File: src/rtl/pong_game_engine.sv
// Frame-rate Pong state engine: paddles, ball motion with wall/paddle bounces, scoring, serve/pause/game-over sequencing.
// All registers advance only on the clk edge where frame_pulse is high.
module pong_game_engine #(
  parameter int PADDLE_SPEED = 4,
  parameter int BALL_SPEED   = 2,
  parameter int WIN_SCORE    = 9,
  parameter int PAUSE_FRAMES = 60,
  parameter int P1_X         = 16,
  parameter int P2_X         = 614
) (
  input  logic       clk,
  input  logic       rst,
  input  logic       frame_pulse,
  input  logic       p1_up,
  input  logic       p1_dn,
  input  logic       p2_up,
  input  logic       p2_dn,
  input  logic       serve,
  output logic [9:0] x1,
  output logic [9:0] y1,
  output logic [9:0] x2,
  output logic [9:0] y2,
  output logic [9:0] xb,
  output logic [9:0] yb,
  output logic [3:0] score1,
  output logic [3:0] score2,
  output logic       game_over
);

  localparam int CW = $clog2(PAUSE_FRAMES + 1);

  localparam logic [9:0] PAD_Y_MIN  = 10'd8;
  localparam logic [9:0] PAD_Y_MAX  = 10'd392;
  localparam logic [9:0] PAD_Y_RST  = 10'd200;
  localparam logic [9:0] PAD_STEP   = 10'(PADDLE_SPEED);
  localparam logic [9:0] BALL_X_CTR = 10'd320;
  localparam logic [9:0] BALL_Y_CTR = 10'd240;
  localparam logic [9:0] XB_HIT_L   = 10'(P1_X + 14);
  localparam logic [9:0] XB_HIT_R   = 10'(P2_X - 4);
  localparam logic [9:0] XB_MISS_L  = 10'd4;
  localparam logic [9:0] XB_MISS_R  = 10'd635;
  localparam logic [3:0] SCORE_WIN  = 4'(WIN_SCORE);

  localparam logic signed [10:0] B_STEP = 11'(BALL_SPEED);
  localparam logic signed [10:0] Y_TOP  = 11'sd12;
  localparam logic signed [10:0] Y_BOT  = 11'sd468;
  localparam logic signed [10:0] X_LO   = 11'sd4;
  localparam logic signed [10:0] X_HI   = 11'sd635;
  localparam logic signed [10:0] PX1    = 11'(P1_X);
  localparam logic signed [10:0] PX2    = 11'(P2_X);

  // states: SERVE ball parked at centre | PLAY ball moving | POINT post-miss pause | OVER wait for serve
  typedef enum logic [1:0] {S_SERVE, S_PLAY, S_POINT, S_OVER} state_t;

  state_t          state;
  logic            dx, dy;
  logic            serve_q;
  logic [CW-1:0]   pause_cnt;

  logic            serve_edge;
  logic [9:0]      y1_next, y2_next;
  logic signed [10:0] xb_s, yb_s, nx, ny, yb_ns;
  logic [9:0]      xb_n, yb_n;
  logic            dx_n, dy_n;
  logic            hit_l, hit_r, miss_l, miss_r;

  function automatic logic [9:0] paddle_next(logic [9:0] y, logic up, logic dn);
    if (up && !dn)
      return (y < PAD_Y_MIN + PAD_STEP) ? PAD_Y_MIN : y - PAD_STEP;
    else if (dn && !up)
      return (y > PAD_Y_MAX - PAD_STEP) ? PAD_Y_MAX : y + PAD_STEP;
    else
      return y;
  endfunction

  function automatic logic v_overlap(logic signed [10:0] ball_y, logic [9:0] pad_y);
    logic signed [10:0] p;
    p = {1'b0, pad_y};
    return (ball_y + 11'sd3 >= p) && (ball_y - 11'sd4 <= p + 11'sd79);
  endfunction

  assign x1         = 10'(P1_X);
  assign x2         = 10'(P2_X);
  assign serve_edge = serve && !serve_q;
  assign y1_next    = paddle_next(y1, p1_up, p1_dn);
  assign y2_next    = paddle_next(y2, p2_up, p2_dn);
  assign xb_s       = {1'b0, xb};
  assign yb_s       = {1'b0, yb};

  always_comb begin
    nx = dx ? xb_s + B_STEP : xb_s - B_STEP;
    ny = dy ? yb_s + B_STEP : yb_s - B_STEP;

    yb_n = ny[9:0];
    dy_n = dy;
    if (ny < Y_TOP) begin
      yb_n = 10'(Y_TOP);
      dy_n = 1'b1;
    end else if (ny > Y_BOT) begin
      yb_n = 10'(Y_BOT);
      dy_n = 1'b0;
    end
    yb_ns = {1'b0, yb_n};

    // paddle overlap is judged against this frame's ball y but last frame's paddle y
    hit_l  = !dx && (nx - 11'sd4 >= PX1) && (nx - 11'sd4 <= PX1 + 11'sd9) && v_overlap(yb_ns, y1);
    hit_r  = dx && (nx + 11'sd3 >= PX2) && (nx + 11'sd3 <= PX2 + 11'sd9) && v_overlap(yb_ns, y2);
    miss_l = !hit_l && !hit_r && (nx < X_LO);
    miss_r = !hit_l && !hit_r && !miss_l && (nx > X_HI);

    xb_n = nx[9:0];
    dx_n = dx;
    if (hit_l) begin
      xb_n = XB_HIT_L;
      dx_n = 1'b1;
    end else if (hit_r) begin
      xb_n = XB_HIT_R;
      dx_n = 1'b0;
    end else if (miss_l) begin
      xb_n = XB_MISS_L;
      dx_n = 1'b0;
    end else if (miss_r) begin
      xb_n = XB_MISS_R;
      dx_n = 1'b1;
    end
  end

  always_ff @(posedge clk or posedge rst) begin
    if (rst) begin
      state     <= S_SERVE;
      y1        <= PAD_Y_RST;
      y2        <= PAD_Y_RST;
      xb        <= BALL_X_CTR;
      yb        <= BALL_Y_CTR;
      dx        <= 1'b1;
      dy        <= 1'b1;
      score1    <= '0;
      score2    <= '0;
      game_over <= 1'b0;
      serve_q   <= 1'b0;
      pause_cnt <= '0;
    end else if (frame_pulse) begin
      serve_q <= serve;
      if (state != S_OVER) begin
        y1 <= y1_next;
        y2 <= y2_next;
      end
      case (state)
        S_SERVE: begin
          xb <= BALL_X_CTR;
          yb <= BALL_Y_CTR;
          if (serve_edge) state <= S_PLAY;
        end
        S_PLAY: begin
          xb <= xb_n;
          yb <= yb_n;
          dx <= dx_n;
          dy <= dy_n;
          if (miss_l || miss_r) begin
            if (miss_l && score2 != SCORE_WIN) score2 <= score2 + 4'd1;
            if (miss_r && score1 != SCORE_WIN) score1 <= score1 + 4'd1;
            pause_cnt <= CW'(PAUSE_FRAMES - 1);
            state     <= S_POINT;
          end
        end
        S_POINT: begin
          if (pause_cnt == '0) begin
            if (score1 == SCORE_WIN || score2 == SCORE_WIN) begin
              state     <= S_OVER;
              game_over <= 1'b1;
            end else begin
              state <= S_SERVE;
              xb    <= BALL_X_CTR;
              yb    <= BALL_Y_CTR;
            end
          end else begin
            pause_cnt <= pause_cnt - 1'b1;
          end
        end
        S_OVER: begin
          if (serve_edge) begin
            score1    <= '0;
            score2    <= '0;
            xb        <= BALL_X_CTR;
            yb        <= BALL_Y_CTR;
            game_over <= 1'b0;
            state     <= S_SERVE;
          end
        end
        default: state <= S_SERVE;
      endcase
    end
  end

endmodule

File: config.mk
export PLATFORM = sky130hd
export DESIGN_NAME = pong_game_engine
export DESIGN_NICKNAME = d
export VERILOG_FILES = /design/src/rtl/pong_game_engine.sv
export SDC_FILE = /design/constraint.sdc
export NUM_CORES = 1
export LEC_CHECK = 0
export CAP_MARGIN = 25
export CORE_MARGIN = 2
export CORE_UTILIZATION = 55
export CTS_BUF_LIST = sky130_fd_sc_hd__clkbuf_4 sky130_fd_sc_hd__clkbuf_8 sky130_fd_sc_hd__clkbuf_16
export DETAILED_ROUTE_END_ITERATION = 6
export GPL_TIMING_DRIVEN = 0
export PLACE_DENSITY = 0.83
export SLEW_MARGIN = 10
export SYNTH_ARGS = -nofsm -noshare
export SYNTH_HDL_FRONTEND = slang
export SYNTH_SLANG_ARGS = --single-unit
File: constraint.sdc
create_clock -name clk -period 7.9 [get_ports clk]
set_clock_uncertainty 0.2 [all_clocks]
set_input_delay 0.79 -clock clk [delete_from_list [all_inputs] [get_ports clk]]
set_output_delay 0.79 -clock clk [all_outputs]
set_load 0.01 [all_outputs]
**Word-level counts from Yosys, hierarchy flattened**

Cells that the tools add are included.

- Memories kept: 0
- Word-level logic and storage cells: 161
- Bits in read-only memories: 0
- Latch bits: 0
- Bits in registers: 60
- RAM bits: 0

- Add/subtract/negate cells: 17
- Divide/modulo/power cells: 0
- Reductions and logical operators: 49
- Eq/ne operators: 17
- Multiplexer cells: 50
- Magnitude comparators: 16
- Bitwise gates (word level): 0
- Multipliers: 0
- Shift operators: 0

Operators by type and width:

| operator | count |
|---|---|
| 10-bit two-way mux | 20 |
| 10-bit one-hot mux with 4 select lines | 2 |
| 10-bit by 2-bit adder with 11-bit output, second input constant | 3 |
| 10-bit by 7-bit adder with 11-bit output, second input constant | 2 |
| 11-bit >= comparator | 2 |
| 11-bit less-or-equal comparator | 2 |
| 11-bit two-way mux | 2 |
| 10-bit by 2-bit subtractor with 11-bit output, second input constant | 2 |
| 10-bit by 3-bit adder with 10-bit output, second input constant | 2 |
| 10-bit by 9-bit > comparator with 1-bit output, second input constant | 2 |
| 10-bit by 4-bit less-than comparator with 1-bit output, second input constant | 2 |
| 4-bit two-way mux | 5 |
| 2-bit != test, second input constant | 10 |
| 5-bit AND reduction | 4 |
| 10-bit by 3-bit subtractor with 10-bit output, second input constant | 2 |
| 1-bit logical AND | 19 |
| 4-bit one-hot mux with 2 select lines | 2 |
| 6-bit two-way mux | 2 |
| 6-bit one-hot mux with 2 select lines | 1 |
| 3-bit AND reduction | 4 |
| 2-bit nonzero test | 6 |
| 11-bit by 3-bit adder with 11-bit output, second input constant | 1 |
| 11-bit >= comparator, second input constant | 1 |
| 11-bit by 6-bit >= comparator with 1-bit output, second input constant | 1 |
| other kinds (24) | 50 |

**Depth between registers and ports, before layout**

Gate-level depths: netlist of run 1.

- Depth after elaboration: 20
- Mapped depth: 26
- Mapped depth without buffers: 25

**Worst setup path before layout of run 1**

OpenSTA, ideal clock, no wires.

- Path type: reg2reg
- Start: register dy
- End: register xb[3]
- Clock period less this slack: 5.643 ns
- Data arrival time: 5.322 ns
- Setup time: 0.121 ns
- Stages on the path, launching flop included: 26
- Buffers on the path: 1
- Path slack: 2.257 ns
- Data required time: 7.579 ns
- Cell sequence: dfstp_2 > inv_1 > ha_1 > buf_6 > a21o_1 > a221o_1 > a211o_1 > and2_4 > a31o_2 > nor2_4 > and2_1 > ha_1 > inv_1 > a2111oi_4 > a2bb2oi_1 > o221a_2 > ha_1 > and2_1 > a2111oi_0 > a31oi_1 > nand3_1 > and3_1 > o2111ai_1 > nor4_2 > nor3_1 > a22o_1

- Cells in the longest elaborated chain, start to end: 19
- Elaborated cells on any way between the ends: 27
- Classes of those cells: add/sub (2); order compare (6); mux (8); reduce/logical (11)

RTL lines:

| item | RTL line | text |
|---|---|---|
| start: declaration | 56 | `logic dx, dy;` |
| start signal: assignment | 158 | `dy <= dy_n;` |
| 11-bit two-way mux * | 92 | `ny = dy ? yb_s + B_STEP : yb_s - B_STEP;` |
| 11-bit by 10-bit > comparator with 1-bit output | 99 | `end else if (ny > Y_BOT) begin` |
| 10-bit two-way mux | 99 |  |
| 10-bit two-way mux * | 96 | `if (ny < Y_TOP) begin` |
| 10-bit by 2-bit adder with 11-bit output or 10-bit by 3-bit subtractor with 11-bit output (tied branches) | 79 | `return (ball_y + 11'sd3 >= p) && (ball_y - 11'sd4 <= p + 11'sd79);` |
| 11-bit >= comparator or 11-bit less-or-equal comparator (tied branches) | 79 |  |
| 1-bit logical AND | 79 |  |
| 1-bit logical AND (on tied branches) | 106, 107 |  |
| [... 2 more ...] | n/a |  |
| 1-bit logical AND | 108 | `miss_l = !hit_l && !hit_r && (nx < X_LO);` |
| 1-bit zero test | 109 | `miss_r = !hit_l && !hit_r && !miss_l && (nx > X_HI);` |
| 1-bit logical AND (2 in a row) | 109 |  |
| 10-bit two-way mux | 122 | `end else if (miss_r) begin` |
| 10-bit two-way mux | 119 | `end else if (miss_l) begin` |
| 10-bit two-way mux | 116 | `end else if (hit_r) begin` |
| 10-bit two-way mux * | 113 | `if (hit_l) begin` |
| 10-bit one-hot mux with 4 select lines * | 148 | `case (state)` |
| end signal: assignment | 155 | `xb <= xb_n;` |
| end: declaration | 23 | `output logic [9:0] xb,` |

Every way passes the cells marked *; elsewhere a longest branch is shown, timed or not.
A chain may end at the register's enable or synchronous reset.

**Worst setup path in the final report of run 1**

Ends and elaborated chain as after synthesis.

==> results of run 1 <==
registers in the layout (all words and copies together) (netlist names), 2 cells and up:
name and cells:
yb 10, xb 10, pause_cnt 6, y2 8, score2 4, state 2, y1 8, score1 4
synth_stat cells, types with 6 or more instances:
| cell type | number | area [um2] |
|---|---|---|
| a211oi_1 | 6 | 45.0 |
| o31ai_1 | 7 | 52.6 |
| nor2b_1 | 14 | 87.6 |
| nand2b_1 | 7 | 43.8 |
| dfstp_2 | 14 | 368 |
| nand3b_1 | 6 | 45.0 |
| a21o_1 | 7 | 52.6 |
| nand2_1 | 55 | 206 |
| nand3_1 | 23 | 115 |
| inv_1 | 52 | 195 |
| clkbuf_1 | 23 | 86.3 |
| and2_1 | 10 | 62.6 |
| a31oi_1 | 8 | 50.1 |
| o21ai_0 | 51 | 255 |
| a211o_1 | 7 | 61.3 |
| xnor2_1 | 27 | 236 |
| ha_1 | 83 | 1040 |
| nor2_1 | 75 | 282 |
| a21oi_1 | 47 | 235 |
| nor4_1 | 11 | 68.8 |
| o211ai_1 | 9 | 67.6 |
| dfrtp_1 | 42 | 1050 |
| nor3_1 | 16 | 80.1 |
| xor2_1 | 10 | 87.6 |
| buf_4 | 24 | 180 |
| or2_2 | 6 | 37.5 |
| o22ai_1 | 11 | 68.8 |
| nand4_1 | 13 | 81.3 |
| o21a_1 | 14 | 105 |
metal layers:
metal	up-vias	wire, um	part of all wire (%)
met1	2848	7030	44
met4	0	399	2.5
met5	-	0	0
met2	234	7630	48
met3	30	975	6.1
li1	3012	-	-
final cells by class:
| type | count | area, um2 |
|---|---|---|
| Clock buffer | 5 | 125 |
| Tap cell | 143 | 179 |
| Clock inverter | 3 | 28.8 |
| Multi-Input combinational cell | 655 | 4580 |
| Inverter | 54 | 203 |
| Fill cell | 976 | 4020 |
| Buffer | 49 | 283 |
| Timing Repair Buffer | 53 | 541 |
| Sequential cell | 56 | 1420 |
worst min-delay path by stage:
stage	cells after the start	start	end	slack, ns
floorplan	1	serve_q	serve_q	0.27
global placement	1	serve_q	serve_q	0.28
detailed placement	1	serve_q	serve_q	0.29
CTS	1	serve_q	serve_q	0.31
global route	1	serve_q	serve_q	0.33
finish	1	serve_q	serve_q	0.30
metrics by stage:
stage / setup slack [ns] / instance area (um2) / instances / util (%) / hold slack (ns)
6_report: 1.13 / 7350 / 1018 / 64.7 / 0.304
4_1_cts: 1.25 / 7350 / 1018 / 64.7 / 0.306
3_5_place_dp: 1.29 / 7200 / 1010 / 63.3 / 0.287
3_3_place_gp: 1.38 / 7180 / 1009 / 63.2 / 0.280
5_1_grt: 0.749 / 7350 / 1018 / 64.7 / 0.327
2_1_floorplan: 2.26 / 6480 / 814 / - / 0.272
cells by family (layout without fill, tap and decap cells):
kind of cell | after synthesis | in the layout | synth area share [%]
AOI/OAI and AO/OA | 236 | 236 | 26.2
xor gates and xnor gates | 37 | 37 | 5.08
adders and majority gates | 85 | 85 | 16.9
buffers and inverters | 103 | 164 | 7.60
DFF | 56 | 56 | 22.2
muxes | 8 | 8 | 1.31
other | 2 | 28 | 0.118
and+or+nand+nor | 261 | 261 | 20.5
==> results.json, run 1 <==
{
  "outcome": "finished clean",
  "grt_pass1_vias": 5586,
  "ctsResizeCount": 0,
  "tns_ns": 0,
  "hold_buffers": 0,
  "dr.first_iter.drc_count": 402,
  "slowest_stage": "a21oi_1",
  "synth_area_mm2": 0.00638,
  "critical_path.cell_chain": "inv_1 > ha_1 > o211ai_1 > o21ai_1 > a211oi_1 > a21oi_1 > o41ai_4 > nor2_4 > and2_1 > ha_1 > inv_1 > a2111oi_4 > a2bb2oi_1 > o221a_2 > ha_1 > and2_1 > a2111oi_0 > a31oi_1 > nand3_1 > and3_1 > o2111ai_1 > nor4_2 > nor3_1 > a22o_1",
  "cts-root-buf": "clkbuf_16",
  "endpoint": "xb[3]",
  "portBuffers": 52,
  "cp_top_family": "compound AO/OA/AOI/OAI gates",
  "ant_nets": 0,
  "finalSetupViolations": 0,
  "hold_viol": 0,
  "max_slew_margin_pct": 44.6,
  "synth.distinct_cells": 85,
  "r2r-end": "xb[3]",
  "htree_levels": 2,
  "nNetsFinal": 967,
  "wirelength_um": 16000,
  "required_ns": 7.90,
  "met3_usage_pct": 2.50,
  "grt_max_degree": 37,
  "die_y_um": 112,
  "startpoint_type": "register",
  "syn_avg_cell_area_um2": 8.10,
  "syn_to_final_growth_pct": 15.2,
  "ys_seq_elements": 56,
  "drc": 0,
  "async_reset_ff_share_pct": 100,
  "start_util_pct": 56.1,
  "seq_area_frac_synth_pct": 22.2,
  "reg2reg_setup_slack_ns": 1.13,
  "die-area_mm2": 0.0125,
  "critPathMaxFanout": 12,
  "antenna_found_initial": 0,
  "met1_usage_pct": 33.9,
  "netlist_instances": 788,
  "ios": 77,
  "yosysWarningCount": 0,
  "vias_per_cell": 6.02,
  "hold_path.class": "register to register",
  "antenna_cells": 0,
  "cts.sinks": 56,
  "wl_per_cell_um": 15.7,
  "cp-startpoint": "dy",
  "max_freq_ghz": 0.148,
  "top_usage_layer": "met2",
  "cts_tree": "built",
  "die_w_um": 112,
  "gr-usage-met2_pct": 42.6,
  "dp_hpwl_um": 12400,
  "core.rowCount": 39,
  "worst_pin_slew_ns": 0.831,
  "crit_top_cell": "ha_1",
  "drv_cap": 0,
  "period_share_pct": 85.7,
  "layout_commonest_cell": "ha_1",
  "worstSetupPathDepth": 24,
  "r2r-start": "dy",
  "cts.path.max_buffers": 2,
  "slowest_delay_ns": 0.66,
  "synth_ff_type": "dfrtp_1",
  "cts_made_buffers": 5,
  "grt_pass1_wl_um": 26400,
  "clkSlewWorstSetupHoldPaths_ns": 0.08,
  "rr_worst_depth": 24,
  "synth-edff-count": 0,
  "grt-ovfl-total": 0,
  "fin_crit_ns": 6.77,
  "worst-path-buf-inv": 2,
  "drv_slew": 0,
  "crit_arrival_ns": 6.77,
  "vias": 6124,
  "final_cell_mix": "ha_1, nor2_1, nand2_1, clkdlybuf4s50_1",
  "rsz0062_at_grt": "no",
  "clock_latency_ns": 0.31,
  "crit_path_end_kind": "register",
  "cts_setup_buffers": 0,
  "drive_above_1_share_pct": 9.14,
  "grt_usage_pct": 25.2,
  "core_area_mm2": 0.0114,
  "drtPass1Iterations": 5,
  "routabilityCongestion": 0.998,
  "crit_type": "register to register"
}
Power of run 1 is not shown: default switching activity piles up to over one toggle a cycle in this logic, so the estimate is an artifact.
==> run 2: changes to the inputs <==
SLEW_MARGIN = 30   (was 10)
clock period = 8.1 ns   (was 7.9 ns; I/O delays follow)
==> run 2 against run 1 <==
- core utilization about the same
- die area stayed put
- final cell count did not move
- critical path type unchanged
- highest routed layer unchanged
==> results.json, run 2 (synthesis gave the netlist of run 1 again) <==
{
  "outcome": "finished clean",
  "wirelength_um": 16200,
  "antenna_found_initial": 0,
  "die-area_mm2": 0.0125,
  "dp_hpwl_um": 12400,
  "drv_cap": 0,
  "r2r-end": "xb[3]",
  "design_area_mm2": 0.00736,
  "tns_ns": 0,
  "dr.first_iter.drc_count": 405,
  "die_y_um": 112,
  "cts-root-buf": "clkbuf_16",
  "gr-usage-met2_pct": 43.3,
  "hold_viol": 0,
  "r2r-start": "dy",
  "ctsResizeCount": 0,
  "finalSetupViolations": 0,
  "period_share_pct": 84.5,
  "nNetsFinal": 967,
  "crit_arrival_ns": 6.84,
  "grt_pass1_vias": 5667,
  "met3_usage_pct": 2.50,
  "core.rowCount": 39,
  "core_area_mm2": 0.0114,
  "crit_path_end_kind": "register",
  "drc": 0,
  "min_from": "serve_q",
  "portBuffers": 52,
  "top_regs": "xb x10, yb x10",
  "max_freq_ghz": 0.146,
  "cts_tree": "built",
  "required_ns": 8.10,
  "clkSlewWorstSetupHoldPaths_ns": 0.08,
  "max_slew_margin_pct": 42.9,
  "top_usage_layer": "met2",
  "hold_path.class": "register to register",
  "ant_nets": 0,
  "cts_setup_buffers": 0,
  "met1_usage_pct": 34.4,
  "cts.path.max_buffers": 2,
  "rr_worst_depth": 25,
  "syn_to_final_growth_pct": 15.2,
  "grt_max_degree": 37,
  "wl_per_cell_um": 15.9,
  "startpoint_type": "register",
  "hold_buffers": 0,
  "drtPass1Iterations": 5,
  "fin_crit_ns": 6.84,
  "layout_commonest_cell": "ha_1",
  "crit_type": "register to register",
  "drive_above_1_share_pct": 9.14,
  "die_w_um": 112,
  "grt_usage_pct": 25.6,
  "reg2reg_setup_slack_ns": 1.26,
  "ios": 77,
  "hold_depth": 1,
  "rsz0062_at_grt": "no",
  "placed_cell_area_mm2": 0.00720,
  "grt_pass1_wl_um": 26900,
  "critPathMaxFanout": 12,
  "cts.sinks": 56,
  "final_cell_mix": "ha_1, nor2_1, nand2_1, clkdlybuf4s50_1",
  "antenna_cells": 0,
  "vias_per_cell": 6.03,
  "grt-ovfl-total": 0,
  "start_util_pct": 56.1,
  "htree_levels": 2,
  "worst_pin_slew_ns": 0.857,
  "drv_slew": 0,
  "routabilityCongestion": 0.998,
  "holdPathEnd": "serve_q",
  "vias": 6135,
  "cts_made_buffers": 5,
  "clock_latency_ns": 0.31
}
## run 2: changes by cell type in the layout (fill, tap and decap cells not counted)
cell,change
inv_4,+1
inv_2,-1
## run 2: routing by layer
metal | routed length [um] | vias to the layer above
met4 | 462 | 0
li1 | - | 3013
met2 | 7660 | 201
met1 | 7270 | 2883
met3 | 766 | 38
met5 | 0 | -
## run 2: area by class of cell
type	instances	area (um2)
clock buffers	5	125
repair buffers	53	541
clock inverters	3	28.8
multi-input cells	655	4580
plain buffers	49	283
inverters	54	205
well taps	143	179
fillers	994	4010
flip-flops and latches	56	1420
## run 2: critical path, stage by stage (launching register included)
cell,delay (ns)
dfstp_2,0.59
inv_1,0.21
ha_1,0.38
buf_6,0.13
o211ai_1,0.12
o21ai_1,0.27
a211oi_1,0.12
a21oi_1,0.68
o41ai_4,0.26
nor2_4,0.31
and2_1,0.34
ha_1,0.20
inv_1,0.10
a2111oi_4,0.27
a2bb2oi_1,0.20
o221a_2,0.26
ha_1,0.24
and2_1,0.17
a2111oi_0,0.40
a31oi_1,0.07
nand3_1,0.10
and3_1,0.18
o2111ai_1,0.15
nor4_2,0.40
nor3_1,0.17
a22o_1,0.23
## run 2: through the flow
step	std cells	util (%)	setup WS, ns	hold WS, ns
detailed placement	1010	63.4	1.49	0.287
CTS	1018	64.7	1.39	0.306
global placement	1009	63.2	1.58	0.280
finish	1018	64.7	1.26	0.305
global route	1018	64.7	0.882	0.326
floorplan	814	-	2.46	0.272
## run 2: how the worst max path moves through the flow
| stage | start | slack [ns] | end | cells after the start |
|---|---|---|---|---|
| finish | dy | 1.26 | xb[3] | 25 |
| global route | dy | 0.88 | xb[2] | 22 |
| CTS | dy | 1.39 | xb[2] | 23 |
| detailed placement | dy | 1.49 | xb[2] | 23 |
| global placement | dy | 1.58 | xb[3] | 25 |
| floorplan | dy | 2.46 | xb[3] | 25 |
Power of run 2 is left out for the same reason.
==> run 3: changes to the inputs <==
CORE_UTILIZATION = 52   (was 55)
PLACE_DENSITY = 0.82   (was 0.83)
clock period = 6.2 ns   (was 8.1 ns; I/O delays follow)
==> run 3 against run 2 <==
- maximum frequency increased by 11%
- non-clock buffer count increased by 11
- critical path type unchanged
- setup slack got worse by 1.2 ns
- highest routed layer unchanged
- sequential cell count is the same
- register-to-register slack got worse by 1.2 ns
- wire length is 5.4% higher
- global-route usage down 0.98 points
- critical endpoint is now xb[2]
==> results.json, run 3 (synthesis gave the netlist of run 1 again) <==
{
  "core.rowCount": 40,
  "ios": 77,
  "crit_type": "register to register",
  "holdWs_ns": 0.302,
  "ant_nets": 0,
  "crit_arrival_ns": 6.18,
  "grt-ovfl-total": 0,
  "r2r-end": "xb[2]",
  "start_util_pct": 53.1,
  "vias": 6334,
  "required_ns": 6.21,
  "max_slew_margin_pct": 52.1,
  "grt_pass1_wl_um": 26600,
  "grt_max_degree": 37,
  "cts.path.max_buffers": 2,
  "syn_to_final_growth_pct": 20.7,
  "grt_pass1_vias": 5684,
  "worst_pin_slew_ns": 0.711,
  "routabilityCongestion": 0.983,
  "drv_cap": 0,
  "core_area_mm2": 0.0120,
  "tns_ns": 0,
  "drive_above_1_share_pct": 14.3,
  "holdPathEnd": "serve_q",
  "die_w_um": 115,
  "max_freq_ghz": 0.162,
  "cts.sinks": 56,
  "hold_path.class": "register to register",
  "critPathMaxFanout": 8,
  "cts_tree": "built",
  "crit_path_end_kind": "register",
  "layout_commonest_cell": "ha_1",
  "portBuffers": 52,
  "die_y_um": 115,
  "drv_slew": 0,
  "htree_levels": 2,
  "drtPass1Iterations": 7,
  "drc": 0,
  "final_cell_mix": "ha_1, nor2_1, nand2_1, clkdlybuf4s50_1, o21ai_0",
  "hold_depth": 1,
  "dp_hpwl_um": 12500,
  "top_regs": "xb x10, yb x10",
  "fill_cells": 984,
  "clock_latency_ns": 0.30,
  "reg2reg_setup_slack_ns": 0.04,
  "outcome": "finished clean",
  "fin_crit_ns": 6.16,
  "cts_made_buffers": 5,
  "nNetsFinal": 978,
  "period_share_pct": 99.4,
  "rr_worst_depth": 24,
  "antenna_found_initial": 0,
  "clkSlewWorstSetupHoldPaths_ns": 0.08,
  "die-area_mm2": 0.0132,
  "grt_usage_pct": 24.7,
  "vias_per_cell": 6.13,
  "finalSetupViolations": 0,
  "hold_viol": 0,
  "startpoint_type": "register",
  "rsz0062_at_grt": "yes",
  "wl_per_cell_um": 16.5,
  "wirelength_um": 17000,
  "min_from": "serve_q",
  "antenna_cells": 0,
  "cts-root-buf": "clkbuf_16",
  "r2r-start": "dy",
  "dr.first_iter.drc_count": 414
}
==> run 3: cell types whose count changed in the layout (fill, tap and decap cells not counted), moves of 3 or more <==
cell and delta:
a2111oi_0 -4, ha_1 -7, inv_1 -4, and2_4 +3, ha_4 +4, and2_1 -3
o2111ai_1 -3, o21ai_0 -3, a21oi_1 -3, ha_2 +3, buf_4 +11, inv_2 +3
==> run 3: per-layer routing <==
metal / vias up / share of wire, % / GRT usage (%)
li1: 3039 / - / -
met1: 2988 / 43 / 32.8
met2: 271 / 49 / 42.4
met3: 36 / 5.9 / 2.58
met4: 0 / 2.3 / 7.87
met5: - / 0 / 0
==> run 3: cell type report <==
class / count / area [um2] / share of cell area, %
Tap cell: 147 / 184 / 2.39
Clock buffer: 5 / 125 / 1.62
Multi-Input combinational cell: 655 / 4830 / 62.7
Buffer: 48 / 279 / 3.62
Clock inverter: 3 / 25.0 / 0.325
Timing Repair Buffer: 65 / 634 / 8.23
Sequential cell: 56 / 1420 / 18.4
Inverter: 54 / 209 / 2.71
==> run 3: worst max-delay path, stage by stage, from the launching register on <==
cell and delay, ns:
dfstp_2 0.56, clkinvlp_4 0.24, ha_4 0.32, buf_6 0.13, a21o_1 0.19, a221o_1 0.34, a211oi_2 0.25, o2111ai_2 0.23
o41ai_4 0.48, nor2_4 0.10, and2_4 0.20, inv_2 0.06, ha_1 0.14, nand2b_1 0.09, or4_4 0.47, o22ai_4 0.17
ha_1 0.20, o21ai_0 0.09, a2111oi_1 0.34, o21ai_1 0.13, a311oi_1 0.26, o2111ai_2 0.20, nor2b_1 0.21, a211o_1 0.35
o22ai_1 0.15
==> run 3: how the worst max path moves through the flow <==
stage,slack [ns],end,from
after floorplan,0.56,xb[3],dy
after global placement,-0.31,xb[4],dy
after detailed placement,-0.38,xb[3],dy
after CTS,0.02,xb[2],dy
after global routing,-0.16,xb[3],dy
final,0.04,xb[2],dy
==> run 3: stage by stage <==
stage	setup WS, ns	std cells	area (um2)	utilization [%]
detailed placement	-0.377	1014	7210	60.0
CTS	0.0187	1027	7450	62.1
finish	0.0373	1033	7700	64.1
global placement	-0.313	1013	7190	59.8
floorplan	0.557	814	6480	-
global route	-0.155	1033	7700	64.1
==> run 3: repair_timing <==
action	4_1_cts	5_1_grt
endpoints found under the hold margin	0	0
setup buffers	5	7
gates resized for setup	12	42
pin swaps	6	15
endpoints found under the setup margin	11	11
hold buffers	0	0
Power of run 3 is left out for the same reason.
